File: src/rtl/key_avalon_slave_if.sv
// Avalon-MM slave bus bundle for the push-button controller.
// The master modport drives the strobes; the slave modport returns readdata.
interface key_avalon_slave_if;
  logic [1:0]  avs_address;
  logic        avs_read;
  logic        avs_write;
  logic [31:0] avs_writedata;
  logic [31:0] avs_readdata;

  modport master (
    output avs_address, avs_read, avs_write, avs_writedata,
    input  avs_readdata
  );

  modport slave (
    input  avs_address, avs_read, avs_write, avs_writedata,
    output avs_readdata
  );
endinterface

File: src/rtl/key_avalon_slave.sv
// Debounced push-button controller with an Avalon-MM register window.
// Registers: DATA, interrupt MASK, press-EDGE latch (W1C); irq = |(EDGE & MASK).
module key_debounce #(
  parameter int DEBOUNCE_CYCLES = 50000,
  parameter int CW              = $clog2(DEBOUNCE_CYCLES + 1)
) (
  input  logic clk,
  input  logic rst_n,
  input  logic key_n,
  output logic deb
);
  localparam logic [CW-1:0] LAST = CW'(DEBOUNCE_CYCLES - 1);

  logic [1:0]    sync;
  logic [CW-1:0] cnt;
  logic          pressed;

  // Synchronizer idles at 1 so a released key reads as released out of reset.
  always_ff @(posedge clk or negedge rst_n) begin
    if (!rst_n) sync <= 2'b11;
    else        sync <= {sync[0], key_n};
  end

  assign pressed = ~sync[1];

  always_ff @(posedge clk or negedge rst_n) begin
    if (!rst_n) begin
      cnt <= '0;
      deb <= 1'b0;
    end else if (pressed == deb) begin
      cnt <= '0;
    end else if (cnt == LAST) begin
      deb <= pressed;
      cnt <= '0;
    end else begin
      cnt <= cnt + 1'b1;
    end
  end
endmodule

module key_avalon_slave #(
  parameter int WIDTH           = 3,
  parameter int DEBOUNCE_CYCLES = 50000
) (
  input  logic               clk_clk,
  input  logic               reset_reset_n,
  input  logic [WIDTH-1:0]   key_n,
  key_avalon_slave_if.slave  avs,
  output logic               irq
);
  logic [WIDTH-1:0] deb, deb_q, mask_q, edge_q, edge_clr, edge_set;
  logic [31:0]      rd_mux;
  logic             wr_mask, wr_edge;

  key_debounce #(.DEBOUNCE_CYCLES(DEBOUNCE_CYCLES)) u_lane [WIDTH-1:0] (
    .clk   (clk_clk),
    .rst_n (reset_reset_n),
    .key_n (key_n),
    .deb   (deb)
  );

  assign wr_mask  = avs.avs_write && (avs.avs_address == 2'd1);
  assign wr_edge  = avs.avs_write && (avs.avs_address == 2'd2);
  assign edge_clr = wr_edge ? avs.avs_writedata[WIDTH-1:0] : '0;
  assign edge_set = deb & ~deb_q;

  wire unused_wdata = &{1'b0, avs.avs_writedata[31:WIDTH]};

  always_comb begin
    rd_mux = '0;
    case (avs.avs_address)
      2'd0:    rd_mux[WIDTH-1:0] = deb;
      2'd1:    rd_mux[WIDTH-1:0] = mask_q;
      2'd2:    rd_mux[WIDTH-1:0] = edge_q;
      default: rd_mux = '0;
    endcase
  end

  // Set is ORed after the clear so a coincident press survives a W1C.
  always_ff @(posedge clk_clk or negedge reset_reset_n) begin
    if (!reset_reset_n) begin
      deb_q  <= '0;
      mask_q <= '0;
      edge_q <= '0;
    end else begin
      deb_q  <= deb;
      edge_q <= (edge_q & ~edge_clr) | edge_set;
      if (wr_mask) mask_q <= avs.avs_writedata[WIDTH-1:0];
    end
  end

  always_ff @(posedge clk_clk or negedge reset_reset_n) begin
    if (!reset_reset_n)    avs.avs_readdata <= '0;
    else if (avs.avs_read) avs.avs_readdata <= rd_mux;
  end

  assign irq = |(edge_q & mask_q);
endmodule

File: src/flat_wrapper.sv
// flat-port wrapper written by rule: the top's interface ports become plain ports
module key_avalon_slave_flat 
#(
  parameter int WIDTH           = 3,
  parameter int DEBOUNCE_CYCLES = 50000
)
  (clk_clk, reset_reset_n, key_n, irq, avs_avs_address, avs_avs_read, avs_avs_write, avs_avs_writedata, avs_avs_readdata);
  key_avalon_slave_if avs_i ();
  input  logic clk_clk;
  input  logic reset_reset_n;
  input  logic [WIDTH-1:0] key_n;
  output logic irq;
  input wire logic [$bits(avs_i.avs_address)-1:0] avs_avs_address;
  input wire logic [$bits(avs_i.avs_read)-1:0] avs_avs_read;
  input wire logic [$bits(avs_i.avs_write)-1:0] avs_avs_write;
  input wire logic [$bits(avs_i.avs_writedata)-1:0] avs_avs_writedata;
  output wire logic [$bits(avs_i.avs_readdata)-1:0] avs_avs_readdata;
  assign avs_i.avs_address = avs_avs_address;
  assign avs_i.avs_read = avs_avs_read;
  assign avs_i.avs_write = avs_avs_write;
  assign avs_i.avs_writedata = avs_avs_writedata;
  assign avs_avs_readdata = avs_i.avs_readdata;
  key_avalon_slave #(.WIDTH(WIDTH), .DEBOUNCE_CYCLES(DEBOUNCE_CYCLES)) u_core (.clk_clk(clk_clk), .reset_reset_n(reset_reset_n), .key_n(key_n), .avs(avs_i), .irq(irq));
endmodule
File: config.mk
export PLATFORM = sky130hd
export DESIGN_NAME = key_avalon_slave_flat
export DESIGN_NICKNAME = d
export VERILOG_FILES = /design/src/rtl/key_avalon_slave_if.sv /design/src/rtl/key_avalon_slave.sv /design/src/flat_wrapper.sv
export SDC_FILE = /design/constraint.sdc
export NUM_CORES = 1
export LEC_CHECK = 0
export ABC_CLOCK_PERIOD_IN_PS = 1540
export BUFFER_PORTS_ARGS = -buffer_cell sky130_fd_sc_hd__clkbuf_2
export CAP_MARGIN = 10
export CORE_MARGIN = 5
export CORE_UTILIZATION = 49
export DETAILED_ROUTE_END_ITERATION = 7
export PLACE_DENSITY = 0.79
export REMOVE_ABC_BUFFERS = 1
export SLEW_MARGIN = 20
export SYNTH_ARGS = -nofsm -noshare
export SYNTH_HDL_FRONTEND = slang
export SYNTH_SLANG_ARGS = --single-unit
File: constraint.sdc
create_clock -name clk_clk -period 1.54 [get_ports clk_clk]
set_input_delay 0.077 -clock clk_clk [delete_from_list [all_inputs] [get_ports clk_clk]]
set_output_delay 0.077 -clock clk_clk [all_outputs]
set_load 0.01 [all_outputs]
==> results of run 1 <==
-- worst register-to-register path, cell delays in order, from the launching register on --
cell	delay [ns]
dfrtp_1	0.40
nor4_2	0.29
nand3_1	0.14
buf_4	0.16
o41ai_4	0.26
buf_4	0.22
nor2_1	0.05
-- state kept, by name, indices dropped and copies added, names as in the netlist --
| name | cells |
|---|---|
| u_core.avs.avs_readdata | 3 |
| u_core.mask_q | 3 |
| u_core.edge_q | 3 |
| u_core.u_lane.sync | 6 |
| u_core.u_lane.deb | 3 |
| u_core.u_lane.cnt | 48 |
| u_core.deb_q | 3 |
-- logic make-up (layout without fill, tap and decap cells) --
group | Yosys count | after routing | synth area share
simple gates | 144 | 144 | 0.214
buf+inv | 50 | 84 | 0.0908
other cells | 1 | 29 | 0.00112
flops | 69 | 69 | 0.516
xor+xnor | 44 | 44 | 0.115
fa+ha+maj | 3 | 3 | 0.0112
compound gates | 21 | 21 | 0.0402
mux | 4 | 4 | 0.0119
-- worst min-delay path by stage --
stage	startpoint	to	cells past startpoint
finish	avs_avs_writedata[0]	u_core.mask_q[0]	3
global route	avs_avs_writedata[0]	u_core.mask_q[0]	3
global placement	reset_reset_n	u_core.u_lane[0].deb	1
floorplan	reset_reset_n	u_core.avs.avs_readdata[0]	0
CTS	avs_avs_writedata[0]	u_core.mask_q[0]	3
detailed placement	reset_reset_n	u_core.avs.avs_readdata[2]	1
-- stage by stage --
| stage | total power, mW | cells |
|---|---|---|
| 6_report | 3.63 | 478 |
| 5_1_grt | 3.81 | 478 |
| 4_1_cts | 3.64 | 474 |
| 3_5_place_dp | 2.17 | 450 |
| 3_3_place_gp | 2.16 | 450 |
| 2_1_floorplan | 2.05 | 331 |
-- cell type report --
type,count,share of cell area
flip-flops and latches,69,0.432
clock buffers,12,0.0361
well taps,80,0.0249
repair buffers,51,0.0921
clock inverters,4,0.0124
multi-input cells,245,0.387
inverters,17,0.0159
-- routing by layer --
layer | vias to the layer above | part of all wire | track usage
met5 | - | 0 | 0
met4 | 0 | 0.014 | 0.0611
met3 | 10 | 0.040 | 0.0374
met2 | 59 | 0.52 | 0.283
met1 | 1241 | 0.43 | 0.210
li1 | 1193 | - | -
-- repair_timing --
item | 4_1_cts | 5_1_grt
endpoints found under the setup margin | 18 | 40
hold buffers | 6 | 0
pin swaps | 17 | 4
hold endpoints to repair | 72 | 0
gates resized for setup | 11 | 18
setup buffers | 2 | 4
gates cloned | 1 | 0
-- power groups by stage --
stage	logic (mW)	registers, mW	clock network (mW)
finish	0.254	1.92	1.46
global route	0.290	1.92	1.59
CTS	0.245	1.91	1.48
detailed placement	0.227	1.95	0
global placement	0.221	1.94	0
floorplan	0.110	1.94	0
-- Yosys cell counts (all sizes together), types with 2 or more instances --
master	n
xnor2	38
nor2	58
dfstp	6
dfrtp	63
nor4bb	2
nor4	14
buf	31
nand4	12
xor2	6
nand2	17
mux2i	4
nor3	12
a21oi	7
clkbuf	2
nand3	18
ha	3
inv	17
o21ai	11
and3	4
==> impl_metrics.py, run 1 <==
metrics = {
    "global_routing": {
        "grt_usage": 0.167,
        "grt_pass1_vias": 2515,
        "antenna_found_initial": 0,
        "grt_max_degree": 46,
        "grt_pass1_wl_um": 11500,
        "globalRouteOverflowTotal": 0,
    },
    "layout": {
        "antenna-diode-count": 0,
        "finalNetCount": 437,
        "final_area_um2": 4020,
        "final_cell_mix": "dfrtp_1 (60), nor2_1 (54), xnor2_1 (38)",
        "finalCoreUtilization": 0.599,
        "drive_above_1_share": 0.241,
        "fillerInstances": 512,
        "area_delta_synth_final_pct": 19.7,
        "final_common_cell": "dfrtp_1",
        "multi_input_area_um2": 1560,
        "regArea_um2": 1740,
    },
    "pwr": {
        "pwr-share-comb": 0.070,
        "p_int_mw": 2.76,
        "p_per_area_nw_per_um2": 902,
        "sw_frac_of_total": 0.240,
        "ir_drop_mv": 0.973,
        "p_clk_frac": 0.402,
        "seq_power_share": 0.528,
        "p_sw_mw": 0.872,
        "p_leak_nw": 1.72,
    },
    "timing": {
        "holdWs_ns": 0.0109,
        "slew_viol_final": 0,
        "timing.final.crit_share": 1.06,
        "hold_viol": 0,
        "fmax_mhz": 613,
        "setup_ws_ns": -0.0922,
        "timing.setup.tns_ns": -1.33,
        "fin_crit_ns": 1.63,
        "clock_skew_ns": 0.00993,
        "grt_setup_unrepaired": "yes",
        "setup_viol": 16,
    },
    "route": {
        "vias": 2503,
        "wire_per_inst_um": 14.1,
        "drt-total-wl_um": 6730,
        "drt_first_pass_iters": 4,
        "viasPerCell": 5.24,
        "ant_nets": 0,
        "drt_iter0_drc": 168,
        "drc_errors": 0,
    },
    "floorplan": {
        "die_w_um": 92.8,
        "die_y_um": 92.8,
        "coreArea_um2": 6720,
        "row_count": 30,
        "die_area_um2": 8610,
        "initial_core_util": 0.500,
        "io_pins": 74,
    },
    "critical_path": {
        "required_ns": 1.78,
        "crit_top_cell": "buf_4",
        "cp-startpoint": "u_core.u_lane[2].cnt[13]",
        "cp_num_buf_inv": 2,
        "path_class": "reg2reg",
        "rrSetupSlack_ns": -0.09,
        "worstPathCellList": "nor4_2 -> nand3_1 -> buf_4 -> o41ai_4 -> buf_4 -> nor2_1",
        "r2r.worst_path.cells": 6,
        "slowest_delay_ns": 0.40,
        "r2r-end": "u_core.u_lane[2].cnt[11]",
        "r2r_start": "u_core.u_lane[2].cnt[13]",
        "cp-endpoint": "u_core.u_lane[2].cnt[11]",
        "cp.depth": 6,
        "start_kind": "register",
        "critical-path-top-delay-family": "simple AND/OR/NAND/NOR gates",
        "crit_fanout": 7,
        "endpoint_kind": "register",
        "worstPathArrival_ns": 1.88,
        "cp_slowest_cell": "dfrtp_1",
    },
    "synth": {
        "yosys-top-cells-area": "dfrtp_1 (47%), xnor2_1 (9.9%), buf_4 (6.5%)",
        "synth.yosys.seq_area_share": 0.516,
        "synth_top_area_frac": 0.469,
        "synth-edff-count": 0,
        "async_reset_ff_frac": 1.00,
        "avgSynthCellArea_um2": 10.0,
        "yosysWarnings": 0,
        "netlist_area_um2": 3360,
        "synth.distinct_cells": 34,
        "ys.flop_type": "dfrtp_1",
        "yosysTopAreaCell": "dfrtp_1",
        "synth_cells": 336,
        "synth-seq-cells": 69,
    },
    "placement": {
        "postPlaceCellArea_um2": 3590,
        "dp_hpwl_um": 4420,
        "port_buffers": 15,
        "gp_congestion": 0.838,
        "post-place-ws_ns": -0.0839,
    },
    "clock_tree": {
        "clk_pin_slew_ns": 0.08,
        "ctsLongestPathBuffers": 2,
        "cts_made_buffers": 9,
        "insertion_delay_ns": 0.35,
        "clkSinkCount": 69,
        "cts_tree": "yes",
        "htreeDepth": 3,
        "root_buffer": "clkbuf_8",
    },
    "hold_path": {
        "hp-class": "in2reg",
    },
    "outcome": {
        "violations": "negative setup slack",
        "status": "finished with violations",
    },
    "flow_run": {
        "max_cap_viol_count": 0,
    },
}
Note: power is estimated with default switching activity, not from simulation.
==> run 2, diff against run 1 <==
Settings changed: PLACE_DENSITY 0.79 to 0.76.
==> run 2 against run 1 <==
The flow still finishes with violations (negative setup slack). Combinational power grew 2%. Wire length grew 2.2%. Register-to-register slack better by 0.02 ns. Clock-buffer cell count rose by 2. Core utilization is 1.6 points higher. Critical path depth fell by 1. Total power is 0.27% lower. Largest power group unchanged. Die area stayed put. Setup slack improved by 0.019 ns. Sequential power barely moved.
==> impl_metrics.py, run 2 (same netlist as run 1, synthesis figures left out) <==
metrics = {
    "outcome": {
        "status": "finished with violations",
        "violations": "negative setup slack",
    },
    "route": {
        "drt_first_pass_iters": 4,
        "wire_per_inst_um": 14.3,
        "vias": 2525,
        "viasPerCell": 5.24,
        "drt_iter0_drc": 194,
        "ant_nets": 0,
        "drt-total-wl_um": 6880,
        "drc_errors": 0,
    },
    "global_routing": {
        "antenna_found_initial": 0,
        "grt_usage": 0.161,
        "globalRouteOverflowTotal": 0,
        "grt_pass1_vias": 2444,
        "grt_pass1_wl_um": 10900,
        "grt_max_degree": 70,
    },
    "layout": {
        "finalNetCount": 441,
        "top_register": "u_core.u_lane.cnt",
        "layout.cells.non_filler": 482,
        "reg_top3": "u_core.u_lane.cnt (48), u_core.u_lane.sync (6)",
        "largest_reg_flops": 48,
        "area_delta_synth_final_pct": 22.9,
        "drive_above_1_share": 0.266,
        "finalCoreUtilization": 0.615,
        "final_common_cell": "dfrtp_1",
        "antenna-diode-count": 0,
        "final_cell_mix": "dfrtp_1 (61), nor2_1 (48), xnor2_1 (37)",
    },
    "timing": {
        "setup_ws_ns": -0.0728,
        "timing.final.crit_share": 1.05,
        "fmax_mhz": 620,
        "slew_viol_final": 0,
        "setup_viol": 16,
        "grt_setup_unrepaired": "yes",
        "holdWs_ns": 0.0136,
        "hold_viol": 0,
        "clock_skew_ns": 0.0108,
        "fin_crit_ns": 1.61,
    },
    "floorplan": {
        "die_w_um": 92.8,
        "coreArea_um2": 6720,
        "die_area_um2": 8610,
        "io_pins": 74,
        "row_count": 30,
        "initial_core_util": 0.500,
        "die_y_um": 92.8,
    },
    "clock_tree": {
        "clk_pin_slew_ns": 0.08,
        "clkSinkCount": 69,
        "ctsLongestPathBuffers": 2,
        "cts_made_buffers": 9,
        "insertion_delay_ns": 0.35,
        "root_buffer": "clkbuf_8",
        "cts_tree": "yes",
        "htreeDepth": 3,
    },
    "critical_path": {
        "rrSetupSlack_ns": -0.07,
        "endpoint_kind": "register",
        "worstPathArrival_ns": 1.85,
        "start_kind": "register",
        "required_ns": 1.77,
        "path_class": "reg2reg",
        "crit_fanout": 4,
    },
    "hold_path": {
        "hp-class": "in2reg",
    },
    "placement": {
        "dp_cells": 451,
        "dp_hpwl_um": 4240,
        "port_buffers": 15,
        "gp_congestion": 0.842,
    },
    "pwr": {
        "ir_drop_mv": 0.781,
        "p_leak_nw": 1.77,
        "p_per_area_nw_per_um2": 876,
    },
    "flow_run": {
        "max_cap_viol_count": 0,
    },
}
[run 2: repair_timing]
action	in CTS	in global routing
resized for setup	12	33
hold endpoints to repair	70	0
pin swaps	18	11
hold buffers	6	0
buffers inserted	0	8
gates cloned	1	0
endpoints found under the setup margin	17	36
[run 2: final cells by class]
class,instances,area (um2)
Fill cell,488,2590
Sequential cell,69,1740
Multi-Input combinational cell,245,1640
Timing Repair Buffer,55,408
Clock buffer,14,153
Tap cell,80,100
Inverter,17,63.8
Clock inverter,2,35.0
[run 2: metrics by stage]
| stage | total power, mW | setup TNS (ns) | instance area [um2] | setup WS (ns) |
|---|---|---|---|---|
| 2_1_floorplan | 2.05 | -2.49 | 3220 | -0.159 |
| 3_3_place_gp | 2.16 | -1.24 | 3600 | -0.134 |
| 3_5_place_dp | 2.17 | -1.43 | 3600 | -0.123 |
| 4_1_cts | 3.62 | -0.377 | 3900 | -0.0313 |
| 5_1_grt | 3.77 | -2.00 | 4130 | -0.140 |
| 6_report | 3.62 | -0.692 | 4130 | -0.0728 |
[run 2: where the power goes]
group	internal [mW]	leakage (nW)	total [mW]	switching [mW]
sequential	1.87	0.922	1.92	0.0444
clock	0.793	0.0947	1.44	0.650
combinational	0.0993	0.755	0.260	0.160
total	2.76	1.77	3.62	0.855
[run 2: worst max-delay path, cell delays in order, from the launching register on]
cell and delay [ns]:
dfrtp_1 0.41, nor4_4 0.31, nand3_2 0.16, o41ai_4 0.35, buf_2 0.23, nor2_1 0.05
[run 2: path summary, 6_finish.rpt]
| check | start | cells after the start | endpoint |
|---|---|---|---|
| hold / removal | avs_avs_writedata[2] | 3 | u_core.mask_q[2] |
| setup / recovery | u_core.u_lane[2].cnt[4] | 5 | u_core.u_lane[2].cnt[0] |
| hold reg to reg | u_core.u_lane[1].sync[0] | 0 | u_core.u_lane[1].sync[1] |
| setup reg to reg | u_core.u_lane[2].cnt[4] | 5 | u_core.u_lane[2].cnt[0] |
| min in group asynchronous | reset_reset_n | 3 | u_core.mask_q[2] |
| max in group asynchronous | reset_reset_n | 3 | u_core.u_lane[1].sync[0] |
[run 2: metal layers]
metal | wire (um) | GRT usage | up-vias
met2 | 3580 | 0.264 | 66
met1 | 2920 | 0.194 | 1252
li1 | - | - | 1198
met4 | 78 | 0.0891 | 0
met3 | 303 | 0.0374 | 9
met5 | 0 | 0 | -
==> run 3, diff against run 2 <==
Settings changed: CORE_UTILIZATION 49 to 30, PLACE_DENSITY 0.76 to not set.
==> run 3 against run 2 <==
The run still ends with negative setup slack left. Core utilization down 23 points. Register-to-register slack better by 0.03 ns. Largest cell class unchanged. Cell area grew 0.15%.
==> impl_metrics.py, run 3 (same netlist as run 1, synthesis figures left out) <==
metrics = {
    "layout": {
        "finalNetCount": 441,
        "final_cell_mix": "dfrtp_1 (63), nor2_1 (48), xnor2_1 (38)",
        "area_delta_synth_final_pct": 23.1,
        "antenna-diode-count": 0,
        "final_common_cell": "dfrtp_1",
        "finalCoreUtilization": 0.380,
        "regArea_um2": 1730,
        "top_register": "u_core.u_lane.cnt",
        "largest_reg_flops": 48,
        "final_area_um2": 4140,
        "multi_input_area_um2": 1570,
        "reg_top3": "u_core.u_lane.cnt (48), u_core.u_lane.sync (6)",
        "layout.cells.non_filler": 542,
        "drive_above_1_share": 0.256,
        "fillerInstances": 1079,
    },
    "timing": {
        "fin_crit_ns": 1.58,
        "clock_skew_ns": 0.00911,
        "setup_ws_ns": -0.0438,
        "holdWs_ns": 0.0257,
        "timing.final.crit_share": 1.03,
        "grt_setup_unrepaired": "yes",
        "slew_viol_final": 0,
        "timing.setup.tns_ns": -0.441,
        "hold_viol": 0,
        "setup_viol": 16,
        "fmax_mhz": 631,
    },
    "route": {
        "drt_first_pass_iters": 4,
        "drt-total-wl_um": 6570,
        "drt_iter0_drc": 96,
        "wire_per_inst_um": 12.1,
        "viasPerCell": 4.46,
        "vias": 2420,
        "drc_errors": 0,
        "ant_nets": 0,
    },
    "floorplan": {
        "row_count": 38,
        "die_y_um": 116,
        "coreArea_um2": 10900,
        "die_w_um": 116,
        "initial_core_util": 0.309,
        "die_area_um2": 13400,
        "io_pins": 74,
    },
    "outcome": {
        "violations": "negative setup slack",
        "status": "finished with violations",
    },
    "placement": {
        "post-place-ws_ns": -0.144,
        "gp_congestion": 0.770,
        "postPlaceCellArea_um2": 3690,
        "dp_hpwl_um": 4490,
        "dp_cells": 515,
        "port_buffers": 15,
    },
    "pwr": {
        "p_leak_nw": 1.74,
        "p_per_area_nw_per_um2": 885,
        "ir_drop_mv": 0.482,
        "power.total_mw": 3.66,
    },
    "clock_tree": {
        "cts_tree": "yes",
        "htreeDepth": 3,
        "insertion_delay_ns": 0.34,
        "root_buffer": "clkbuf_8",
        "clk_pin_slew_ns": 0.07,
        "ctsLongestPathBuffers": 2,
        "cts_made_buffers": 9,
        "clkSinkCount": 69,
    },
    "global_routing": {
        "grt_max_degree": 41,
        "grt_pass1_wl_um": 11000,
        "grt_usage": 0.102,
        "antenna_found_initial": 0,
        "globalRouteOverflowTotal": 0,
        "grt_pass1_vias": 2418,
    },
    "critical_path": {
        "start_kind": "register",
        "path_class": "reg2reg",
        "endpoint_kind": "register",
        "required_ns": 1.77,
        "worstPathArrival_ns": 1.81,
        "crit_fanout": 5,
    },
    "flow_run": {
        "max_cap_viol_count": 0,
    },
    "hold_path": {
        "hp-class": "in2reg",
    },
}
## run 3: cell type report
cell class,instances,share of cell area
sequential,69,0.419
tap,140,0.0423
clock inverter,5,0.0142
multi-input combinational,245,0.379
clock buffer,11,0.0342
inverter,17,0.0154
timing repair buffer,55,0.0953
## run 3: report_power, final
part	leakage (nW)	total [mW]	switching [mW]	internal (mW)
combinational	0.718	0.255	0.159	0.0965
sequential	0.925	1.91	0.0421	1.87
clock	0.0959	1.50	0.700	0.796
total	1.74	3.66	0.901	2.76
## run 3: metal layers
layer  global-route usage  share of wire
met1                0.128           0.45
met2                0.167           0.49
met3               0.0313          0.046
met4               0.0340          0.012
met5                    0              0
## run 3: worst max-delay path: stages (launching register included)
cell and delay (ns):
dfrtp_1 0.41, nor4_4 0.33, nand3_2 0.17, o41ai_4 0.30
buf_4 0.22, nor2_1 0.05
## run 3: what timing repair did
item / in CTS / in global routing
endpoints found under the hold margin: 71 / 0
pin swaps: 12 / 9
hold buffers: 7 / 0
gates cloned: 1 / 0
resized for setup: 6 / 28
buffers inserted: 0 / 3
setup endpoints to repair: 17 / 25
## run 3: path summary, 6_finish.rpt
path,from,slack [ns],cells past startpoint,to
min,avs_avs_writedata[0],0.03,3,u_core.mask_q[0]
max reg2reg,u_core.u_lane[2].cnt[4],-0.04,5,u_core.u_lane[2].cnt[4]
max in group asynchronous,reset_reset_n,0.84,3,u_core.u_lane[0].sync[1]
max,u_core.u_lane[2].cnt[4],-0.04,5,u_core.u_lane[2].cnt[4]
min reg2reg,u_core.u_lane[1].sync[0],0.36,0,u_core.u_lane[1].sync[1]
min in group asynchronous,reset_reset_n,0.28,3,u_core.mask_q[0]
